**src/rtl/bus_change_logger_pkg.sv**
```systemverilog
// Shared defaults and record layout for the bus change logger.
// Records are {time, data}: timestamp in the MSBs, bus value in the LSBs.
package bus_change_logger_pkg;

  localparam int unsigned WIDTH_DEF   = 2;
  localparam int unsigned TS_BITS_DEF = 16;
  localparam int unsigned DEPTH_DEF   = 4;

  // Bit offset of the data field inside a record; the timestamp sits directly above it.
  localparam int unsigned REC_DATA_LSB = 0;

  typedef struct packed {
    logic [TS_BITS_DEF-1:0] ts;
    logic [WIDTH_DEF-1:0]   data;
  } ev_rec_t;

  function automatic int unsigned rec_bits(input int unsigned width, input int unsigned ts_bits);
    return width + ts_bits;
  endfunction

endpackage

```
**src/rtl/bus_change_logger_event_fifo.sv**
```systemverilog
// Show-ahead FIFO for change records; head is readable whenever not empty.
// Pointers carry one extra wrap bit so full and empty are distinguishable.
module event_fifo #(
  parameter int unsigned DW    = 18,
  parameter int unsigned DEPTH = 4
) (
  input  logic                     clk,
  input  logic                     reset,
  input  logic                     push,
  input  logic [DW-1:0]            push_data,
  input  logic                     pop,
  output logic [DW-1:0]            head,
  output logic [$clog2(DEPTH):0]   count,
  output logic                     full,
  output logic                     empty
);

  localparam int unsigned AW = $clog2(DEPTH);

  logic [DW-1:0] mem_q [DEPTH];
  logic [AW:0]   wr_q, wr_d;
  logic [AW:0]   rd_q, rd_d;
  logic          do_pop_c;
  logic          do_push_c;

  assign empty = (wr_q == rd_q);
  assign count = wr_q - rd_q;
  assign full  = (count == (AW+1)'(DEPTH));
  assign head  = mem_q[rd_q[AW-1:0]];

  // A full FIFO still accepts a push when the head leaves on the same edge.
  always_comb begin
    do_pop_c  = pop && !empty;
    do_push_c = push && (!full || do_pop_c);
    wr_d      = wr_q;
    rd_d      = rd_q;
    if (do_push_c) wr_d = wr_q + (AW+1)'(1);
    if (do_pop_c)  rd_d = rd_q + (AW+1)'(1);
  end

  always_ff @(posedge clk or posedge reset) begin
    if (reset) begin
      wr_q <= '0;
      rd_q <= '0;
      for (int unsigned i = 0; i < DEPTH; i++) mem_q[i] <= '0;
    end else begin
      wr_q <= wr_d;
      rd_q <= rd_d;
      if (do_push_c) mem_q[wr_q[AW-1:0]] <= push_data;
    end
  end

endmodule

```
**src/rtl/bus_change_logger.sv**
```systemverilog
// Synchronizes a narrow bus, timestamps every value change and queues
// {time, value} records for a valid/ready consumer.
module bus_change_logger
  import bus_change_logger_pkg::*;
#(
  parameter int unsigned WIDTH   = WIDTH_DEF,
  parameter int unsigned TS_BITS = TS_BITS_DEF,
  parameter int unsigned DEPTH   = DEPTH_DEF
) (
  input  logic                      clk,
  input  logic                      reset,
  input  logic [WIDTH-1:0]          a_in,
  input  logic                      enable,
  input  logic                      ev_ready,
  input  logic                      clr_ovf,
  output logic                      ev_valid,
  output logic [WIDTH-1:0]          ev_data,
  output logic [TS_BITS-1:0]        ev_time,
  output logic [$clog2(DEPTH):0]    ev_count,
  output logic                      ev_overflow
);

  localparam int unsigned RW = rec_bits(WIDTH, TS_BITS);

  typedef struct packed {
    logic [TS_BITS-1:0] ts;
    logic [WIDTH-1:0]   data;
  } rec_t;

  logic [WIDTH-1:0]   s1_q, s2_q, prev_q;
  logic [TS_BITS-1:0] ts_q, ts_d;
  logic               ovf_q, ovf_d;
  logic               chg_c;
  logic               push_c;
  logic               pop_fire_c;
  logic               full_c;
  logic               empty_c;
  logic [RW-1:0]      push_rec_c;
  logic [RW-1:0]      head_c;
  rec_t               push_fields_c;
  rec_t               head_fields_c;

  // prev follows s2 regardless of enable, so changes made while disabled are absorbed.
  always_ff @(posedge clk or posedge reset) begin
    if (reset) begin
      s1_q   <= '0;
      s2_q   <= '0;
      prev_q <= '0;
      ts_q   <= '0;
      ovf_q  <= 1'b0;
    end else begin
      s1_q   <= a_in;
      s2_q   <= s1_q;
      prev_q <= s2_q;
      ts_q   <= ts_d;
      ovf_q  <= ovf_d;
    end
  end

  // A drop sets the sticky flag and wins over a same-edge clear.
  always_comb begin
    chg_c              = (s2_q != prev_q);
    push_c             = chg_c && enable;
    pop_fire_c         = !empty_c && ev_ready;
    ts_d               = enable ? ts_q + TS_BITS'(1) : ts_q;
    ovf_d              = ovf_q;
    push_fields_c.ts   = ts_q;
    push_fields_c.data = s2_q;
    push_rec_c         = push_fields_c;
    if (clr_ovf) ovf_d = 1'b0;
    if (push_c && full_c && !pop_fire_c) ovf_d = 1'b1;
  end

  event_fifo #(
    .DW    (RW),
    .DEPTH (DEPTH)
  ) u_event_fifo (
    .clk       (clk),
    .reset     (reset),
    .push      (push_c),
    .push_data (push_rec_c),
    .pop       (ev_ready),
    .head      (head_c),
    .count     (ev_count),
    .full      (full_c),
    .empty     (empty_c)
  );

  assign head_fields_c = head_c;
  assign ev_valid      = !empty_c;
  assign ev_data       = head_fields_c.data;
  assign ev_time       = head_fields_c.ts;
  assign ev_overflow   = ovf_q;

endmodule

```
**config.mk**
```make
export PLATFORM = sky130hd
export DESIGN_NAME = bus_change_logger
export DESIGN_NICKNAME = d
export VERILOG_FILES = /design/src/rtl/bus_change_logger_pkg.sv /design/src/rtl/bus_change_logger_event_fifo.sv /design/src/rtl/bus_change_logger.sv
export SDC_FILE = /design/constraint.sdc
export NUM_CORES = 1
export LEC_CHECK = 0
export CAP_MARGIN = 20
export CORE_ASPECT_RATIO = 2
export CORE_UTILIZATION = 38
export CTS_CLUSTER_SIZE = 40
export DETAILED_ROUTE_END_ITERATION = 8
export GPL_TIMING_DRIVEN = 0
export SETUP_SLACK_MARGIN = 0.1
export SKIP_LAST_GASP = 1
export SYNTH_ARGS = -nofsm -noshare
export SYNTH_HDL_FRONTEND = slang
export SYNTH_SLANG_ARGS = --single-unit
export TNS_END_PERCENT = 30
```
**constraint.sdc**
```tcl
create_clock -name clk -period 5.4 [get_ports clk]
set_input_delay 1.08 -clock clk [delete_from_list [all_inputs] [get_ports clk]]
set_output_delay 1.08 -clock clk [all_outputs]
set_load 0.01 [all_outputs]
```
Word-level counts from Yosys, hierarchy flattened --
Index checks and enable logic that the tools add are counted.
Storage, ports and cells: flip-flop bits (word level) 101, latch bits 0, memory bits (writable) 0, bits in read-only memories 0, input port bits 7, output and inout bits 23, word-level logic and storage cells 42, memories 0
Cells by class: add/sub/neg operators 4, multipliers 0, divide/modulo/power cells 0, order comparisons 3, equality and inequality tests 3, shifts and indexed selects 0, multiplexer cells 8, bitwise gates (word level) 2, reduce and logical (&&, ||, !) cells 11
Operators by type and width (count):
- 72-bit bitwise mux | 1
- 18-bit 2-to-1 mux | 3
- 18-bit binary-select mux with 2-bit select | 1
- 18-bit demux with 2-bit select | 1
- 16-bit by 1-bit adder with 16-bit output (second input constant) | 1
- 3-bit by 1-bit adder with 3-bit output (second input constant) | 2
- 3-bit >= comparator (second input constant) | 2
- 1-bit logical AND | 6
- 2-bit NOT with 3-bit output | 2
- 3-bit == test | 1
- 3-bit == test (second input constant) | 1
- 1-bit logical NOT | 3
- 3-bit by 1-bit less-than comparator with 1-bit output (second input constant) | 1
- 3-bit subtractor | 1
- 1-bit 2-to-1 mux | 2
- 2-bit inequality test | 1
- 2-bit nonzero test | 1
- 1-bit logical OR | 1

Depth between registers and ports, before layout --
Gate-level depths: netlist of the first run.
depth after elaboration 6, gate-level depth with buffers 9, mapped depth without buffers 8

Cells and area by module --
A second synthesis of the first run with hierarchy kept.
Unflattened totals: cells, all modules 314, area total of the unflattened synthesis 4556.9 µm²
Modules (own cells, without submodules):
- event_fifo | instances 1, cells an instance 240, area each 3633.5 µm², seq. area each 1951.9 µm²
- bus_change_logger | instances 1, cells an instance 74, area each 923.4 µm², seq. area each 575.6 µm²

Worst setup path before layout of the first run --
OpenSTA, ideal clock, no wires.
path kind flip-flop to flip-flop, start point reg u_event_fifo.rd_q[1], end point reg u_event_fifo.mem_q[0] in the netlist's numbering, data arrival time 3.185 ns, path slack 2.090 ns, stages on the path, launching flop included 10, path buffers 3, period minus slack after synthesis 3.310 ns, cells stage by stage dfrtp_1 > clkbuf_1 > clkbuf_1 > inv_1 > fa_1 > or3b_2 > mux2i_4 > a211oi_4 > buf_6 > mux2_2
On the way: cells in the longest elaborated chain, start to end 5, elaborated cells between the ends (all ways) 8, those cells by class 1 x add/sub; 2 x eq/ne; 5 x reduce/logical
Ends and longest elaborated chain:
- start, declared | RTL line bus_change_logger_event_fifo.sv:22 | logic [AW:0] rd_q, rd_d;
- start signal, assigned | RTL line bus_change_logger_event_fifo.sv:48 | rd_q <= rd_d;
- 3-bit subtractor | RTL line bus_change_logger_event_fifo.sv:27 | assign count = wr_q - rd_q;
- via ev_count[1] | RTL line bus_change_logger.sv:19 | output logic [$clog2(DEPTH):0] ev_count,
- 3-bit == test | RTL line bus_change_logger_event_fifo.sv:28 | assign full = (count == (AW+1)'(DEPTH));
- 1-bit logical NOT | RTL line bus_change_logger_event_fifo.sv:34 | do_push_c = push && (!full || do_pop_c);
- 1-bit logical OR | RTL line bus_change_logger_event_fifo.sv:34
- 1-bit logical AND | RTL line bus_change_logger_event_fifo.sv:34
- end signal, assigned by index | RTL line bus_change_logger_event_fifo.sv:49 | if (do_push_c) mem_q[wr_q[AW-1:0]] <= push_data;
- end, declared | RTL line bus_change_logger_event_fifo.sv:20 | logic [DW-1:0] mem_q [DEPTH];
The timed path passes the listed nets, and every way through them passes these cells. A chain may end at the register's enable or synchronous reset.

Worst setup path in the final report of the first run --
start point reg u_event_fifo.rd_q[1], end point out ev_count[2]
On the way: cells in the longest elaborated chain, start to end 1
Ends and longest elaborated chain (RTL line):
- 3-bit subtractor | bus_change_logger_event_fifo.sv:27
- end, declared | bus_change_logger.sv:19
Every way passes these cells.

==> results of run 1 <==
area by class of cell:
class                   instances  area (um^2)
multi-input cells             165         1870
clock inverters                 5         36.3
repair buffers                 29          308
well taps                     145          181
inverters                      14         55.1
fillers                      1099         6340
flip-flops and latches        101         2530
clock buffers                  11          243
plain buffers                  11         72.6
state kept, by name (all words and copies together), names as in the netlist:
register            flops
s2_q                    2
prev_q                  2
s1_q                    2
ts_q                   16
u_event_fifo.rd_q       3
u_event_fifo.wr_q       3
ev_overflow             1
u_event_fifo.mem_q     72
metrics by stage:
stage	std cells	hold WS (ns)	total power (uW)	worst slack, ns
after floorplan	291	0.331	1850	1.67
after global placement	464	0.333	2230	0.224
after detailed placement	465	0.336	2270	1.22
after CTS	481	0.351	2880	0.932
after global routing	481	0.355	3020	0.766
final	481	0.350	2830	1.00
final timing paths:
kind | startpoint | end
setup / recovery | u_event_fifo.rd_q[1] | ev_count[2]
hold / removal | s1_q[1] | s2_q[1]
setup reg to reg | u_event_fifo.rd_q[1] | u_event_fifo.mem_q[5]
hold reg to reg | s1_q[1] | s2_q[1]
max in group asynchronous | reset | u_event_fifo.wr_q[0]
min in group asynchronous | reset | u_event_fifo.mem_q[60]
report_power, final:
| part | switching [uW] | total, uW | internal [uW] |
|---|---|---|---|
| clock | 277 | 603 | 326 |
| sequential | 139 | 1080 | 945 |
| combinational | 525 | 1150 | 622 |
| total | 941 | 2830 | 1890 |
cells by family after synthesis:
| logic type | Yosys count | share of synthesized area (%) |
|---|---|---|
| AO/OA/AOI/OAI | 10 | 2.63 |
| flip-flops | 101 | 55.9 |
| multiplexers | 93 | 27.9 |
| adder cells (fa/ha/maj) | 9 | 2.66 |
| buffers and inverters | 25 | 2.77 |
| AND/OR/NAND/NOR | 29 | 3.27 |
| XOR/XNOR | 24 | 4.82 |
worst reg2reg max path, cell delays in order (launching register included):
cell	delay [ns]
dfrtp_1	0.35
clkbuf_1	0.52
clkbuf_1	0.65
inv_1	0.22
fa_1	0.62
nand3b_1	0.17
mux2i_4	0.15
a211oi_4	0.67
buf_6	0.27
mux2_2	0.35
placed cells by master, fill, tap and decap left out, types with 6 or more instances in the layout:
cell	n
dfrtp_1	101
mux2_2	74
clkdlybuf4s50_1	28
mux4_2	18
inv_1	13
xnor2_1	12
xor2_1	11
nand2_1	10
clkbuf_16	9
ha_1	8
clkbuf_1	6
routing by layer:
layer  up-vias  wire [um]  part of all wire (%)
met5         -          0                     0
li1       1108          -                     -
met2        23       4860                    57
met1      1272       3410                    40
met3         9        152                   1.8
met4         0        142                   1.7
==> results.md, run 1 <==
- Required time of the critical path: 4.32 ns
- Row count: 56
- Die H: 156 um
- Number of warnings printed during yosys synthesis: 0
- Number of maximum-capacitance violations: 0
- GR Layer Usage met3: 3.10%
- Worst relative slew slack: 33.1%
- Cell count after synthesis: 291
- Class of the tightest hold or removal check: flop to flop
- Number of flops mapped to enable cells by yosys: 0
- Placed Instance Area: 5010 um^2
- Number of distinct standard cells referenced by the synthesized netlist: 32
- Global-route track usage on met1: 17.8%
- Root Buffer Master: clkbuf_16
- Worst supply voltage drop on vdd: 0.000226 V
- Vias per cell: 5.01
- Critical-path maximum fanout: 10
- Via count of the first global-routing pass: 2654
- Slew at the pin closest to its max-slew limit: 0.996 ns
- Data arrival time of the critical path: 3.32 ns
- Nature of the critical path startpoint: flop
- Area of all placed cells without fillers: 5290 um^2
- Power per cell area: 536 nW/um^2
- Cell with the most instances after synthesis: dfrtp_1
- Clock insertion delay at the later pin of the skew report: 0.34 ns
- Routed length per placed instance: 17.8 um
- Post-synthesis average cell area: 15.5 um^2
- Number of detailed-route iterations in the first pass: 4
- Effective utilization at floorplan: 38.8%
- CTS tree: built
- Result of the run: finished, final reports clean
- Portion of synthesized cell area occupied by the leading cell type: 55.9%
- Kind of cell adding the most delay to the critical path: buffers and inverters
- Count of buffering cells on the critical path with inverters included: 4
- Number of gates resized after CTS: 0
- Total global-route track usage: 15.8%
- I/O Buffers: 28
- Remaining antenna violation count: 0
- Cells traversed along the worst timing path: clkbuf_1 > clkbuf_1 > inv_1 > fa_1 > xnor2_1 > clkdlybuf4s50_1
- Async S/R FF share, synth: 100%
- I/O pins: 30
- Slowest cell on the critical path: clkbuf_1
- Nets: 347
- Setup repair after global routing missed its margin: false
- Clock edge transition at the registers on the reported setup and hold paths: 0.07 ns
- Accumulated negative setup slack: 0 ns
- Area growth from synthesis to layout: 17.1%
- Hold Violations, Final: 0
- Number of sinks handled by clock tree synthesis: 101
- Die outline area: 12400 um^2
- Cts-stage hold buffer count: 0
- Slew Viols, Final: 0
- Global-route wire length before repair: 14.3 mm
- Total number of cells along the worst setup path: 6
- Final core occ: 45.5%
- Met2 Track Usage GR: 28.2%
- Flip-flop and latch count after synthesis: 101
- Static leakage power: 0.00228 uW
- DRT Wirelength: 8.56 mm
- Classification of the worst setup path: flop to primary output
- Congestion Overflow GR: 0
- Dpl hpwl: 6.00 mm
- H-tree depth reported by CTS: 3
- Die Wd: 79.1 um
- Post-route DRC: 0
- Count of cells along the worst register-to-register path: 9
- List of most frequent post-synthesis cells: dfrtp_1 (101), mux2_2 (74), mux4_2 (18)
- Flip-flop cell with the highest count after synthesis: dfrtp_1
- # diodes: 0
- Number of buffers created by CTS: 9
- Final RePlAce weighted congestion: 0.685
- Final Setup Violations: 0
- Cell types occupying the most area after synthesis: dfrtp_1 (56%), mux2_2 (18%), mux4_2 (9.0%)
- Most numerous cell on the critical path: clkbuf_1
- Final critical path time including I/O delays and setup: 4.40 ns
- Clock Tree Buf Depth: 2
- Initial antenna violation count: 0
- Pin count of the biggest net entering global routing: 52
- DR iter-0 viols: 164
- Vias post-DR: 2412
- Worst reg-to-reg setup slack: 1.33 ns
- Busiest layer in global routing: met2
- Layout Skew: 0.00738 ns
- Number of buffers inserted by post-CTS setup repair: 0
- Delay of the slowest critical-path stage: 0.65 ns
- Number of stages on the worst hold path: 0
- Top cell type by total area after synthesis: dfrtp_1
- Sequential share of the synthesized area: 55.9%
- Crit share post-route: 81.5%
- Post-Synthesis Net Count: 307
- Maximum clock frequency: 227 MHz
- Endpoint kind of the worst setup timing path: primary output
- Share of final-layout standard cells stronger than drive strength 1: 36.3%
- Core Region: 11600 um^2
- Cell area after technology mapping: 4520 um^2
Power figures use the tool's default switching activity.
==> run 2, diff against run 1 <==
Clock period 5.4 ns to 3.7 ns, I/O delays scaled along.
==> results.md, run 2 (synthesis gave the netlist of run 1 again) <==
- Result of the run: finished, final reports clean
- Endpoint kind of the worst setup timing path: primary output
- Number of sinks handled by clock tree synthesis: 101 (unchanged)
- Slew at the pin closest to its max-slew limit: 0.987 ns (-0.00902 ns)
- Final core occ: 45.7% (+0.18 points)
- Largest regs: u_event_fifo.mem_q (72), ts_q (16)
- Effective utilization at floorplan: 38.8% (unchanged)
- Via count of the first global-routing pass: 2668 (+0.53%)
- Number of buffers created by CTS: 9 (unchanged)
- CTS tree: built
- Core Region: 11600 um^2 (unchanged)
- Slowest cell on the critical path: clkdlybuf4s50_1
- Clock edge transition at the registers on the reported setup and hold paths: 0.07 ns (about the same)
- Required time of the critical path: 2.96 ns (-1.36 ns)
- Hold Violations, Final: 0 (unchanged)
- Dpl hpwl: 6.00 mm (unchanged)
- Post-route DRC: 0 (unchanged)
- Crit share post-route: 91.9%
- Nature of the critical path startpoint: flop
- Worst supply voltage drop on vdd: 0.000332 V (+47%)
- Total global-route track usage: 15.9% (+0.086 points)
- Number of detailed-route iterations in the first pass: 4 (unchanged)
- H-tree depth reported by CTS: 3 (unchanged)
- Row count: 56 (unchanged)
- # diodes: 0 (unchanged)
- Largest reg by FF count: u_event_fifo.mem_q
- Max FFs per register: 72 (unchanged)
- Most frequent standard cell in the layout excluding fill and tap cells: dfrtp_1
- Static leakage power: 0.00230 uW (+0.89%)
- Worst setup slack before clock tree synthesis: -0.475 ns (-1.70 ns)
- Class of the tightest hold or removal check: flop to flop
- Final critical path time including I/O delays and setup: 3.40 ns
- Cells traversed along the worst timing path: clkbuf_2 > clkbuf_4 > inv_1 > fa_1 > xnor2_1 > clkdlybuf4s50_1
- Die Wd: 79.1 um (unchanged)
- Clock insertion delay at the later pin of the skew report: 0.34 ns (about the same)
- Die H: 156 um (unchanged)
- Final Setup Violations: 0 (unchanged)
- Initial antenna violation count: 0 (unchanged)
- Die outline area: 12400 um^2 (unchanged)
- Area growth from synthesis to layout: 17.5%
- Final RePlAce weighted congestion: 0.685 (unchanged)
- Critical-path maximum fanout: 10 (unchanged)
- Root Buffer Master: clkbuf_16
- Layout Skew: 0.00765 ns (+0.000272 ns)
- Maximum clock frequency: 294 MHz
- Accumulated negative setup slack: 0 ns (unchanged)
- Data arrival time of the critical path: 2.66 ns (-0.66 ns)
- Vias per cell: 5.03 (+0.37%)
- Vias post-DR: 2431 (+0.79%)
- Global-route wire length before repair: 14.4 mm (+0.38%)
- I/O pins: 30 (unchanged)
- I/O Buffers: 28 (unchanged)
- Routed length per placed instance: 17.9 um (+0.40%)
- Nets: 349 (+0.58%)
- Classification of the worst setup path: flop to primary output
- Congestion Overflow GR: 0 (unchanged)
- Clock Tree Buf Depth: 2 (unchanged)
- Power per cell area: 781 nW/um^2 (+46%)
- Setup repair after global routing missed its margin: false
- DRT Wirelength: 8.63 mm (+0.82%)
- Remaining antenna violation count: 0 (unchanged)
- Number of maximum-capacitance violations: 0 (unchanged)
- Worst hold-check slack: 0.351 ns (+0.0000340 ns)
- DR iter-0 viols: 157 (-4.3%)
- Slew Viols, Final: 0 (unchanged)
- Most used cells in the layout excluding fill and tap cells: dfrtp_1 (101), mux2_2 (74), clkdlybuf4s50_1 (28)
- Share of final-layout standard cells stronger than drive strength 1: 37.6% (+1.3 points)
- Delay of the slowest critical-path stage: 0.55 ns (-0.10 ns)
- Worst relative slew slack: 33.7% (+0.61 points)
- Setup WS post-layout: 0.298 ns (-0.703 ns)
- Pin count of the biggest net entering global routing: 52 (unchanged)
## run 2: where the power goes
| group | total (uW) | switching [uW] | internal (uW) | leakage [uW] |
|---|---|---|---|---|
| registers | 1580 | 203 | 1380 | 0.00126 |
| clock network | 879 | 404 | 476 | 0.000139 |
| logic | 1690 | 768 | 919 | 0.000893 |
| total | 4150 | 1370 | 2770 | 0.00230 |
## run 2: area by class of cell
class,count,area [um^2]
Clock buffer,11,243
Multi-Input combinational cell,165,1870
Fill cell,1097,6320
Clock inverter,5,36.3
Sequential cell,101,2530
Timing Repair Buffer,31,323
Inverter,14,55.1
Tap cell,145,181
Buffer,11,78.8
## run 2: path summary, 6_finish.rpt
check	end	slack (ns)	start	cells past startpoint
max in group asynchronous	u_event_fifo.wr_q[0]	2.17	reset	3
min in group asynchronous	u_event_fifo.mem_q[60]	0.84	reset	2
min reg2reg	s2_q[1]	0.35	s1_q[1]	0
max reg2reg	u_event_fifo.mem_q[23]	0.32	u_event_fifo.rd_q[1]	9
max	ev_count[2]	0.30	u_event_fifo.rd_q[1]	6
min	s2_q[1]	0.35	s1_q[1]	0
## run 2: repair_timing
item                       CTS  global route
buffers inserted             2             0
gates resized for setup      3             2
hold buffers                 0             0
pin swaps                    1             0
setup endpoints to repair   87            32
## run 2: worst max-delay path: cells and delay by family, from the launching register on
family	cells	cell delay, ns
buf+inv	4	1.30
xor+xnor	1	0.18
flops	1	0.35
fa+ha+maj	1	0.49
## run 2: per-layer routing
metal  GRT usage (%)  vias up  routed length, um
met5               0        -                  0
met4            7.27        0                156
met3            3.10       10                151
met2            28.4       25               4930
met1            17.7     1284               3400
li1                -     1112                  -
## run 2: metrics by stage
stage	total power (uW)	instance area, um^2	std cells
finish	4150	5310	483
detailed placement	3310	5010	465
floorplan	2700	4520	291
CTS	4210	5310	483
global placement	3260	4980	464
global route	4420	5310	483
==> run 3, diff against run 2 <==
Settings changed: CORE_MARGIN set to 2.
Clock period 3.7 ns to 4 ns, I/O delays scaled along.
==> results.md, run 3 (synthesis gave the netlist of run 1 again) <==
- H-tree depth reported by CTS: 3 (unchanged)
- Slew at the pin closest to its max-slew limit: 1.02 ns (+0.0288 ns)
- Filler Cell Count: 1089 (-0.73%)
- Max FFs per register: 72 (unchanged)
- Number of buffers created by CTS: 9 (unchanged)
- Classification of the worst setup path: flop to primary output
- Number of maximum-capacitance violations: 0 (unchanged)
- Data arrival time of the critical path: 2.81 ns (+0.15 ns)
- Vias per cell: 5.01 (-0.37%)
- Clock group share of total power: 21.5% (+0.3 points)
- Share of final-layout standard cells stronger than drive strength 1: 37.2% (-0.37 points)
- Vias post-DR: 2412 (-0.78%)
- Layout Skew: 0.00705 ns (-0.000605 ns)
- Die outline area: 12800 um^2 (+3.8%)
- Count of buffering cells on the critical path with inverters included: 4 (unchanged)
- Final critical path time including I/O delays and setup: 3.61 ns
- Capture instance of the worst register-to-register path: u_event_fifo.mem_q[2]
- Effective utilization at floorplan: 38.8% (unchanged)
- Endpoint kind of the worst setup timing path: primary output
- Delay of the slowest critical-path stage: 0.55 ns (about the same)
- DRT Wirelength: 8.59 mm (-0.46%)
- DR WL met2: 4.84 mm (-1.8%)
- Routed length per placed instance: 17.9 um (about the same)
- Number of sinks handled by clock tree synthesis: 101 (unchanged)
- Worst setup slack before clock tree synthesis: -0.178 ns (+0.297 ns)
- Die H: 158 um (+1.3%)
- Worst supply voltage drop on vdd: 0.000293 V (-12%)
- Largest reg by FF count: u_event_fifo.mem_q
- Number of detailed-route iterations in the first pass: 4 (unchanged)
- Setup WS post-layout: 0.395 ns (+0.0965 ns)
- Number of buffers inserted by post-CTS setup repair: 0 (-2)
- Worst Setup EP: ev_count[2]
- Required time of the critical path: 3.20 ns (+0.24 ns)
- Final Setup Violations: 0 (unchanged)
- Largest regs: u_event_fifo.mem_q (72), ts_q (16)
- Clock insertion delay at the later pin of the skew report: 0.35 ns (about the same)
- Power per cell area: 724 nW/um^2 (-7.3%)
- Slew Viols, Final: 0 (unchanged)
- Pin count of the biggest net entering global routing: 75 (+44%)
- Result of the run: finished, final reports clean
- Via count of the first global-routing pass: 2579 (-3.3%)
- Congestion Overflow GR: 0 (unchanged)
- Clock edge transition at the registers on the reported setup and hold paths: 0.07 ns (about the same)
- Origin of the worst setup path: u_event_fifo.rd_q[1]
- Crit share post-route: 90.1%
- Total number of cells along the worst setup path: 6 (unchanged)
- Kind of cell adding the most delay to the critical path: buffers and inverters
- Maximum clock frequency: 277 MHz
- Most frequent standard cell in the layout excluding fill and tap cells: dfrtp_1
- Nets: 347 (-0.57%)
- Net load switching power: 1280 uW (-7.2%)
- Setup repair after global routing missed its margin: false
- Global-route wire length before repair: 13.8 mm (-3.9%)
- Hold Violations, Final: 0 (unchanged)
- Dpl hpwl: 5.95 mm (-0.84%)
- # diodes: 0 (unchanged)
- Met1 routed wirelength after detailed routing: 3.38 mm (-0.56%)
- Worst relative slew slack: 31.8% (-1.9 points)
- Row count: 56 (unchanged)
- I/O pins: 30 (unchanged)
- Initial antenna violation count: 0 (unchanged)
- Sum of met3 wire segment lengths after detailed routing: 183 um (+21%)
- Slowest cell on the critical path: clkdlybuf4s50_1
- Count of cells along the worst register-to-register path: 9 (unchanged)
- Cells traversed along the worst timing path: clkbuf_2 > clkbuf_2 > inv_1 > fa_1 > xnor2_1 > clkdlybuf4s50_1
- Worst reg-to-reg setup slack: 0.45 ns (+0.13 ns)
- Final RePlAce weighted congestion: 0.692 (+0.99%)
- Remaining antenna violation count: 0 (unchanged)
- Share of power burned in registers: 38.1% (about the same)
- Nature of the critical path startpoint: flop
- Core Region: 11600 um^2 (unchanged)
- Die Wd: 81.1 um (+2.5%)
- Static leakage power: 0.00228 uW (-0.64%)
- Most used cells in the layout excluding fill and tap cells: dfrtp_1 (101), mux2_2 (74), clkdlybuf4s50_1 (28)
- Net switching share of the total power: 33.3% (+0.14 points)
- I/O Buffers: 28 (unchanged)
- Total global-route track usage: 14.8% (-1.0 points)
- Comb power frac: 40.4% (-0.3 points)
- CTS tree: built
- Post-route DRC: 0 (unchanged)
- RR Startpoint: u_event_fifo.rd_q[1]
- Root Buffer Master: clkbuf_16
- Critical-path maximum fanout: 10 (unchanged)
- Area growth from synthesis to layout: 17.1%
- Class of the tightest hold or removal check: flop to flop
- DR iter-0 viols: 112 (-29%)
- P_int: 2560 uW (-7.8%)
- Clock Tree Buf Depth: 2 (unchanged)
- Most numerous cell on the critical path: clkbuf_2
- Uppermost layer routed: met4
- Worst hold-check slack: 0.348 ns (-0.00260 ns)
run 3: timing repair:
action / CTS / global route
hold endpoints to repair: 0 / 0
setup endpoints to repair: 85 / 0
hold buffers: 0 / 0
resized for setup: 3 / 0
run 3: power groups by stage:
stage               sequential [uW]  clock [uW]  combinational, uW
CTS                            1460         843               1590
global placement               1470           0               1550
detailed placement             1480           0               1580
global route                   1500         900               1670
floorplan                      1420           0               1070
finish                         1460         823               1550
run 3: area by class of cell:
type	count	area [um^2]	area share, %
sequential	101	2530	47.8
multi-input combinational	165	1870	35.3
timing repair buffer	29	308	5.82
clock buffer	11	243	4.59
tap	145	181	3.43
buffer	11	76.3	1.44
inverter	14	55.1	1.04
clock inverter	5	35.0	0.662
run 3: through the flow:
step                      instance area (um^2)  TNS [ns]  power [uW]  instances  utilization, %
after floorplan                           4520         0        2500        291               -
after global placement                    4980    -90.64        3020        464            42.8
after detailed placement                  5010     -5.43        3070        465            43.1
after CTS                                 5290         0        3900        481            45.5
after global routing                      5290         0        4070        481            45.5
final                                     5290         0        3830        481            45.5
run 3: metal layers:
metal / up-vias / GRT usage (%)
met2: 23 / 26.3
met4: 0 / 6.54
met5: - / 0
li1: 1111 / -
met1: 1265 / 16.8
met3: 13 / 3.08
run 3: how the worst min path moves through the flow:
| stage | startpoint | cells past startpoint | endpoint |
|---|---|---|---|
| floorplan | s1_q[0] | 0 | s2_q[0] |
| global placement | s1_q[1] | 0 | s2_q[1] |
| detailed placement | s1_q[1] | 0 | s2_q[1] |
| CTS | s1_q[1] | 0 | s2_q[1] |
| global route | s1_q[0] | 0 | s2_q[0] |
| finish | s1_q[0] | 0 | s2_q[0] |
